## src/rtl/receptor_serial_8n1_pkg.sv

```systemverilog
// ============================================================================
//  serial_pkg
//  Shared definitions for the 8N1 receiver and the serial-command interpreter.
//  Rev 1.0
// ============================================================================
`default_nettype none

package serial_pkg;

  localparam int SERIAL_DATA_W = 8;

  // Bit the interpreter decodes as the control-frame flag.
  localparam int CTRL_FLAG_BIT = 7;

  typedef enum logic [2:0] {
    ESPERA_LINHA = 3'd0,
    OCIOSO       = 3'd1,
    INICIO       = 3'd2,
    DADOS        = 3'd3,
    PARADA       = 3'd4
  } estado_rx_t;

endpackage

`default_nettype wire

```

## src/rtl/receptor_serial_8n1_if.sv

```systemverilog
// ============================================================================
//  receptor_serial_8n1_if
//  Serial line input and received-byte outputs of the 8N1 receiver.
//  Rev 1.0
// ============================================================================
`default_nettype none

interface receptor_serial_8n1_if;

  logic                                 rx_serial;
  logic [serial_pkg::SERIAL_DATA_W-1:0] dados_serial_recebido;
  logic [serial_pkg::SERIAL_DATA_W-1:0] ultimo_dado;
  logic                                 pronto;
  logic                                 erro_frame;
  logic                                 ocupado;

  modport master (
    input  rx_serial,
    output dados_serial_recebido,
    output ultimo_dado,
    output pronto,
    output erro_frame,
    output ocupado
  );

  modport slave (
    output rx_serial,
    input  dados_serial_recebido,
    input  ultimo_dado,
    input  pronto,
    input  erro_frame,
    input  ocupado
  );

endinterface

`default_nettype wire

```

## src/rtl/receptor_serial_8n1_sincronizador_2ff.sv

```systemverilog
// ============================================================================
//  sincronizador_2ff
//  Two-flop synchronizer for a single asynchronous bit, configurable reset value.
//  Rev 1.0
// ============================================================================
`default_nettype none

module sincronizador_2ff #(
  parameter logic RESET_VALUE = 1'b1
) (
  input  wire logic clock,
  input  wire logic reset,
  input  wire logic d,
  output logic      q
);

  logic [1:0] r_ff;

  always_ff @(posedge clock or posedge reset) begin
    if (reset) begin
      r_ff <= {2{RESET_VALUE}};
    end else begin
      r_ff <= {r_ff[0], d};
    end
  end

  assign q = r_ff[1];

endmodule

`default_nettype wire

```

## src/rtl/receptor_serial_8n1.sv

```systemverilog
// ============================================================================
//  receptor_serial_8n1
//  UART receiver, 8N1, LSB first; one-cycle pulse per good byte or framing error.
//  Rev 1.0
// ============================================================================
`default_nettype none

module receptor_serial_8n1
  import serial_pkg::*;
#(
  parameter int CLKS_PER_BIT = 434
) (
  input  wire logic               clock,
  input  wire logic               reset,
  receptor_serial_8n1_if.master   bus
);

  localparam int                CNT_W      = $clog2(CLKS_PER_BIT);
  localparam int                HALF_BIT   = (CLKS_PER_BIT - 1) / 2;
  localparam logic [CNT_W-1:0]  CNT_FIM    = CNT_W'(CLKS_PER_BIT - 1);
  localparam logic [CNT_W-1:0]  CNT_MEIO   = CNT_W'(HALF_BIT);
  localparam logic [CNT_W-1:0]  CNT_UM     = CNT_W'(1);
  // Synchronizer outputs reset-value 1s for two clocks after reset release, so
  // the line must read high for three consecutive clocks before re-arming.
  localparam logic [CNT_W-1:0]  CNT_ARME   = CNT_W'(2);
  localparam logic [2:0]        IDX_ULTIMO = 3'(SERIAL_DATA_W - 1);

  logic                      w_rx_s;
  estado_rx_t                r_estado;
  logic [CNT_W-1:0]          r_cnt_tick;
  logic [2:0]                r_idx_bit;
  logic [SERIAL_DATA_W-1:0]  r_shift;
  logic [SERIAL_DATA_W-1:0]  r_dados;
  logic [SERIAL_DATA_W-1:0]  r_ultimo;
  logic                      r_pronto;
  logic                      r_erro;
  logic                      r_ocupado;

  sincronizador_2ff #(
    .RESET_VALUE (1'b1)
  ) u_sinc_rx (
    .clock (clock),
    .reset (reset),
    .d     (bus.rx_serial),
    .q     (w_rx_s)
  );

  always_ff @(posedge clock or posedge reset) begin
    if (reset) begin
      r_estado   <= ESPERA_LINHA;
      r_cnt_tick <= '0;
      r_idx_bit  <= '0;
      r_shift    <= '0;
      r_dados    <= '0;
      r_ultimo   <= '0;
      r_pronto   <= 1'b0;
      r_erro     <= 1'b0;
      r_ocupado  <= 1'b0;
    end else begin
      r_pronto  <= 1'b0;
      r_erro    <= 1'b0;
      r_dados   <= '0;
      r_ocupado <= 1'b1;

      case (r_estado)
        ESPERA_LINHA: begin
          if (!w_rx_s) begin
            r_cnt_tick <= '0;
          end else if (r_cnt_tick == CNT_ARME) begin
            r_estado   <= OCIOSO;
            r_cnt_tick <= '0;
            r_ocupado  <= 1'b0;
          end else begin
            r_cnt_tick <= r_cnt_tick + CNT_UM;
          end
        end

        OCIOSO: begin
          if (!w_rx_s) begin
            r_estado   <= INICIO;
            r_cnt_tick <= '0;
          end else begin
            r_ocupado  <= 1'b0;
          end
        end

        INICIO: begin
          if (r_cnt_tick == CNT_MEIO) begin
            r_cnt_tick <= '0;
            if (!w_rx_s) begin
              r_estado  <= DADOS;
              r_idx_bit <= '0;
            end else begin
              r_estado  <= OCIOSO;
              r_ocupado <= 1'b0;
            end
          end else begin
            r_cnt_tick <= r_cnt_tick + CNT_UM;
          end
        end

        DADOS: begin
          if (r_cnt_tick == CNT_FIM) begin
            r_shift[r_idx_bit] <= w_rx_s;
            r_cnt_tick         <= '0;
            r_idx_bit          <= r_idx_bit + 3'd1;
            if (r_idx_bit == IDX_ULTIMO) begin
              r_estado <= PARADA;
            end
          end else begin
            r_cnt_tick <= r_cnt_tick + CNT_UM;
          end
        end

        PARADA: begin
          if (r_cnt_tick == CNT_FIM) begin
            r_cnt_tick <= '0;
            if (w_rx_s) begin
              // Leaving mid-stop-bit lets a start bit with zero idle be caught.
              r_dados   <= r_shift;
              r_ultimo  <= r_shift;
              r_pronto  <= 1'b1;
              r_estado  <= OCIOSO;
              r_ocupado <= 1'b0;
            end else begin
              r_erro    <= 1'b1;
              r_estado  <= ESPERA_LINHA;
            end
          end else begin
            r_cnt_tick <= r_cnt_tick + CNT_UM;
          end
        end

        default: begin
          r_estado   <= ESPERA_LINHA;
          r_cnt_tick <= '0;
        end
      endcase
    end
  end

  assign bus.dados_serial_recebido = r_dados;
  assign bus.ultimo_dado           = r_ultimo;
  assign bus.pronto                = r_pronto;
  assign bus.erro_frame            = r_erro;
  assign bus.ocupado               = r_ocupado;

endmodule

`default_nettype wire

```

## src/flat_wrapper.sv

```systemverilog
// flat-port wrapper written by rule: the top's interface ports become plain ports
module receptor_serial_8n1_flat import serial_pkg::*;
#(
  parameter int CLKS_PER_BIT = 434
)
  (clock, reset, bus_rx_serial, bus_dados_serial_recebido, bus_ultimo_dado, bus_pronto, bus_erro_frame, bus_ocupado);
  receptor_serial_8n1_if bus_i ();
  input  wire logic clock;
  input  wire logic reset;
  input wire logic [$bits(bus_i.rx_serial)-1:0] bus_rx_serial;
  output wire logic [$bits(bus_i.dados_serial_recebido)-1:0] bus_dados_serial_recebido;
  output wire logic [$bits(bus_i.ultimo_dado)-1:0] bus_ultimo_dado;
  output wire logic [$bits(bus_i.pronto)-1:0] bus_pronto;
  output wire logic [$bits(bus_i.erro_frame)-1:0] bus_erro_frame;
  output wire logic [$bits(bus_i.ocupado)-1:0] bus_ocupado;
  assign bus_i.rx_serial = bus_rx_serial;
  assign bus_dados_serial_recebido = bus_i.dados_serial_recebido;
  assign bus_ultimo_dado = bus_i.ultimo_dado;
  assign bus_pronto = bus_i.pronto;
  assign bus_erro_frame = bus_i.erro_frame;
  assign bus_ocupado = bus_i.ocupado;
  receptor_serial_8n1 #(.CLKS_PER_BIT(CLKS_PER_BIT)) u_core (.clock(clock), .reset(reset), .bus(bus_i));
endmodule
```

## config.mk

```make
export PLATFORM = sky130hd
export DESIGN_NAME = receptor_serial_8n1_flat
export DESIGN_NICKNAME = d
export VERILOG_FILES = /design/src/rtl/receptor_serial_8n1_pkg.sv /design/src/rtl/receptor_serial_8n1_if.sv /design/src/rtl/receptor_serial_8n1_sincronizador_2ff.sv /design/src/rtl/receptor_serial_8n1.sv /design/src/flat_wrapper.sv
export SDC_FILE = /design/constraint.sdc
export NUM_CORES = 1
export LEC_CHECK = 0
export ABC_AREA = 1
export CORE_MARGIN = 2
export CORE_UTILIZATION = 50
export DETAILED_ROUTE_END_ITERATION = 10
export GPL_ROUTABILITY_DRIVEN = 0
export PLACE_DENSITY_LB_ADDON = 0.1
export SETUP_SLACK_MARGIN = 0.4
export SYNTH_ARGS = -nofsm -noshare
export SYNTH_HDL_FRONTEND = slang
export SYNTH_SLANG_ARGS = --single-unit
```

## constraint.sdc

```tcl
create_clock -name clock -period 2 [get_ports clock]
set_clock_uncertainty 0.05 [all_clocks]
set_input_delay 0.3 -clock clock [delete_from_list [all_inputs] [get_ports clock]]
set_output_delay 0.3 -clock clock [all_outputs]
set_load 0.1 [all_outputs]
```

Word level (Yosys, flattened, before mapping). Index checks and enable logic that the tools add are counted.

ROM bits: 0. Register bits: 44. Bits in latches: 0. Input bits: 3. Memories: 0. Logic and storage cells: 75. RAM bits: 0. Output and inout port bits: 19.

Order comparisons: 2. Bitwise operators: 0. Equal/unequal tests: 16. $add $sub $neg: 2. Mux-type cells: 37. Divide/modulo/power cells: 0. Reductions and logical operators: 8. Shift-type cells: 0. Multiply operators: 0.

Operators with widths (count): 2-to-1 mux 9 bit (5); case mux 9 bit (4 select lines) (1); 2-to-1 mux 3 bit (10); 2-to-1 mux 8 bit (3); case mux 3 bit (5 select lines) (1); 2-to-1 mux 1 bit (12); inequality test 2 x 1 -> 1 bit (second input constant) (5); adder 9 x 1 -> 9 bit (second input constant) (1); equality test 9 x 2 -> 1 bit (second input constant) (1); equality test 9 x 8 -> 1 bit (second input constant) (1); equality test 9 bit (second input constant) (1); bitwise mux 8 bit (1); AND reduction 7 bit (1); equality test 3 x 2 -> 1 bit (second input constant) (2); equality test 3 bit (second input constant) (2); inequality test 2 bit (second input constant) (3); case mux 3 bit (2 select lines) (1); less-than comparator 3 x 4 -> 1 bit (second input constant) (1); case mux 1 bit (4 select lines) (1); AND reduction 4 bit (1); adder 3 x 1 -> 3 bit (second input constant) (1); demux 1 bit (select 3 bit) (1); equality test 3 x 1 -> 1 bit (second input constant) (1); greater-or-equal comparator 3 x 1 -> 1 bit (second input constant) (1); 7 further kinds (7).

Logic depth before layout (Yosys ltp).
Depth in word-level cells: 5. Mapped depth: 11. Depth with buffers taken out: 10.

By module. Synthesis repeated with hierarchy kept, for this count alone.

Cells, all modules: 254. Area, all modules: 2169.6 um2.

Modules (own cells, without submodules): receptor_serial_8n1 (seq. area each 1051.0 um2, times used 1, cells each 251, area an instance 2113.3 um2); sincronizador_2ff (seq. area each 52.6 um2, times used 1, cells each 3, area an instance 56.3 um2).

Worst setup path before layout. Ideal clock, no wire load.

Kind: register -> register. Start: register u_core.r_cnt_tick[1]. End: register u_core.r_ultimo[0], in the netlist u_core.bus.ultimo_dado[0]. Period minus slack after synthesis: 1.483 ns. Data arrival time: 1.310 ns. Slack: 0.517 ns. Required time: 1.828 ns. Path buffers: 1. Setup time: 0.122 ns. Cell stages (with the launch flop): 11. Cell sequence: dfrtp_1 inv_1 ha_1 nand2_1 nor2_1 nand2_2 inv_2 nand3_4 buf_6 nand2_1 o21ai_2.

Longest elaborated chain between the ends: 2.

Ends and longest elaborated chain: start: declaration (RTL line receptor_serial_8n1.sv:30) `logic [CNT_W-1:0] r_cnt_tick;`; start signal: assignment (RTL line receptor_serial_8n1.sv:74) `r_cnt_tick <= r_cnt_tick + CNT_UM;`; start signal: assignment (RTL line receptor_serial_8n1.sv:98) `r_cnt_tick <= r_cnt_tick + CNT_UM;`; start signal: assignment (RTL line receptor_serial_8n1.sv:111) `r_cnt_tick <= r_cnt_tick + CNT_UM;`; equality test 9 bit (RTL line receptor_serial_8n1.sv:116) `if (r_cnt_tick == CNT_FIM) begin`; AND reduction 3 bit (no line); end signal: assignment (RTL line receptor_serial_8n1.sv:121) `r_ultimo <= r_shift;`; end: declaration (RTL line receptor_serial_8n1.sv:34) `logic [SERIAL_DATA_W-1:0] r_ultimo;`.

Every way passes these cells. A chain may end at the register's enable or synchronous reset.

Final worst setup path.
Start: register u_core.r_cnt_tick[1]. End: register u_core.r_cnt_tick[3].

Longest elaborated chain between the ends: 4. Elaborated cells on any way between the ends: 9. Classes of those cells: 1 x add/sub; 3 x eq/ne; 5 x mux.

Ends and longest elaborated chain: adder 9 x 1 -> 9 bit or equality test 9 x 2 -> 1 bit (tied branches); 2-to-1 mux 9 bit (RTL line receptor_serial_8n1.sv:69) `end else if (r_cnt_tick == CNT_ARME) begin`; 2-to-1 mux 9 bit (RTL line receptor_serial_8n1.sv:67) `if (!w_rx_s) begin`; case mux 9 bit (4 select lines) * (RTL line receptor_serial_8n1.sv:65) `case (r_estado)`.

Every way passes the cells marked *; elsewhere a longest branch is shown, timed or not.

==> out/qor.yml <==
met3WireLength_um: 220
synth_simple_gate_area_frac: 0.281
hpwl_mm: 2.83
cp_max_fo: 6
grt_pass1_wl_mm: 7.67
startpoint_type: "flip-flop"
maxSlewHeadroom: 0.751
postRouteAntennaNets: 0
highest_layer: "met4"
hold_buffers: 0
final-hold-violation-count: 0
diodes: 0
wl_met2_mm: 1.94
clockRootBuffer: "clkbuf_8"
ys_warn_count: 0
overflow: 0
syn2layout_area_growth_pct: 26.2
placed_cell_area_um2: 2380
num_rows: 23
grtUsageTotal: 0.199
clk_pin_slew_ns: 0.09
leakagePower_uw: 0.00131
die_h_um: 69.6
die_w_um: 69.6
start_util: 0.530
ys_types: 27
die_area_um2: 4840
cts_tree: "built"
synth_area_per_cell_um2: 8.47
outcome: "finished clean"
drt-initial-drc-count: 124
grt_setup_unrepaired: "true"
whs_ns: 0.284
end_kind: "flip-flop"
pin_count: 22
port-buffer-count: 21
drv_slew: 0
layout_commonest_cell: "nand2_1"
netlist_area_um2: 2150
pre_cts_slack_ns: 0.214
fin_crit_ns: 1.58
drc: 0
hold_path.class: "input pin to async pin"
finalCritPeriodShare: 0.791
max_cap_violations: 0
worstPathRequired_ns: 2.14
ir_worst_vdd_v: 0.000700
grt_pass1_vias: 1640
clockBufferDepth: 2
synth-compound-area-share: 0.0773
cts_buffers: 5
max_freq_mhz: 632
met1_length_mm: 2.28
setup_tns_ns: 0
ys_ff_latch: 44
worst_slack_ns: 0.419
dr.pass1.iters: 4
finalSetupViolations: 0
vias: 1727
clock_sinks: 44
synth_top_family_by_area: "simple AND/OR/NAND/NOR gates"
tightest_slew_ns: 0.373
nets: 298
total_power_uw: 2600
htree_levels: 2
critPathKind: "flip-flop to flip-flop"
grt_max_degree: 45
synthAdderAreaFrac: 0.0349
fin_area_um2: 2720
antenna_found_initial: 0
muxShareOfSynthArea: 0
drive_gt1_frac: 0.307
drt_wl_total_mm: 4.50
cp.arrival_ns: 1.72
nFillCells: 314
synth_xor_area_frac: 0.0163
avgViaCountPerCell: 5.08
p_per_area_nw_per_um2: 956
clk_latency_ns: 0.30
syn_nets: 263
coreArea_um2: 4060
wire_per_inst_um: 13.2
ys_seq_area_frac: 0.513
final_cell_mix: "65 x nand2_1, 40 x dfrtp_1, 27 x inv_1, 27 x nor2_1, 26 x buf_4"
synth_cells: 254
## cells by family (layout without fill, tap and decap cells)
kind of cell / Yosys count / in the layout
flops: 44 / 44
buf+inv: 39 / 73
xor+xnor: 4 / 4
fa+ha+maj: 6 / 6
simple gates: 135 / 137
compound gates: 26 / 26
## state kept, by name, indices dropped and copies added, names as in the netlist, 2 cells and up
register,flops
u_core.r_cnt_tick,9
u_core.r_shift,8
u_core.bus.dados_serial_recebido,8
u_core.bus.ultimo_dado,8
u_core.r_estado,3
u_core.u_sinc_rx.r_ff,2
u_core.r_idx_bit,3
## worst paths after layout
path | start | to | slack [ns] | depth (start not counted)
worst max register to register | u_core.r_cnt_tick[1] | u_core.r_cnt_tick[3] | 0.42 | 10
worst min-delay path | reset | u_core.bus.ocupado | 0.28 | 3
worst max-delay path | u_core.r_cnt_tick[1] | u_core.r_cnt_tick[3] | 0.42 | 10
min in group clock | u_core.u_sinc_rx.r_ff[0] | u_core.u_sinc_rx.r_ff[1] | 0.31 | 0
worst min register to register | u_core.u_sinc_rx.r_ff[0] | u_core.u_sinc_rx.r_ff[1] | 0.31 | 0
max in group asynchronous | reset | u_core.u_sinc_rx.r_ff[1] | 1.35 | 3
## power by group
group | total [µW] | switching [µW] | internal, µW
Sequential | 1050 | 97.4 | 953
Clock | 701 | 325 | 376
Combinational | 845 | 560 | 285
Total | 2600 | 982 | 1610
## synthesized netlist by cell type, drive strengths merged
library cell,number,area (µm²)
nand2,73,284
dfrtp,42,1050
inv,35,131
nor2,35,144
o21ai,23,145
nand3,19,113
ha,6,75.1
nand4,6,50.0
xor2,4,35.0
buf,3,27.5
dfstp,2,52.6
nor3,2,15.0
a21oi,1,5.00
clkbuf,1,7.51
o2bb2ai,1,8.76
o31ai,1,7.51
## worst max-delay path, stage by stage (launching register included)
cell	delay, ns
dfrtp_1	0.40
inv_2	0.10
buf_6	0.11
ha_4	0.11
nand2_2	0.04
nor2_1	0.08
nand2_1	0.11
nand2_4	0.11
nand4_1	0.16
inv_2	0.13
nor2_1	0.05
## what timing repair did
| action | in CTS | in global routing |
|---|---|---|
| endpoints found under the setup margin | 37 | 40 |
| pin swaps | 5 | 11 |
| buffers inserted | 2 | 4 |
| gates resized for setup | 10 | 34 |
| gates cloned | 2 | 0 |
## routing by layer
metal / GRT usage / vias up
met5: 0 / -
met4: 0.0566 / 0
met3: 0.0494 / 6
met2: 0.290 / 35
met1: 0.294 / 800
li1: - / 886
## area by class of cell
cell class	count	area [µm²]	share of cell area
Inverter	35	136	0.0502
Clock inverter	3	46.3	0.0170
Sequential cell	44	1110	0.407
Timing Repair Buffer	30	246	0.0907
Clock buffer	5	68.8	0.0253
Tap cell	50	62.6	0.0230
Multi-Input combinational cell	173	1050	0.386
## metrics by stage
stage	instances	util
2_1_floorplan	254	-
3_3_place_gp	324	0.586
3_5_place_dp	324	0.586
4_1_cts	336	0.631
5_1_grt	340	0.669
6_report	340	0.669
Power figures use the tool's default switching activity.
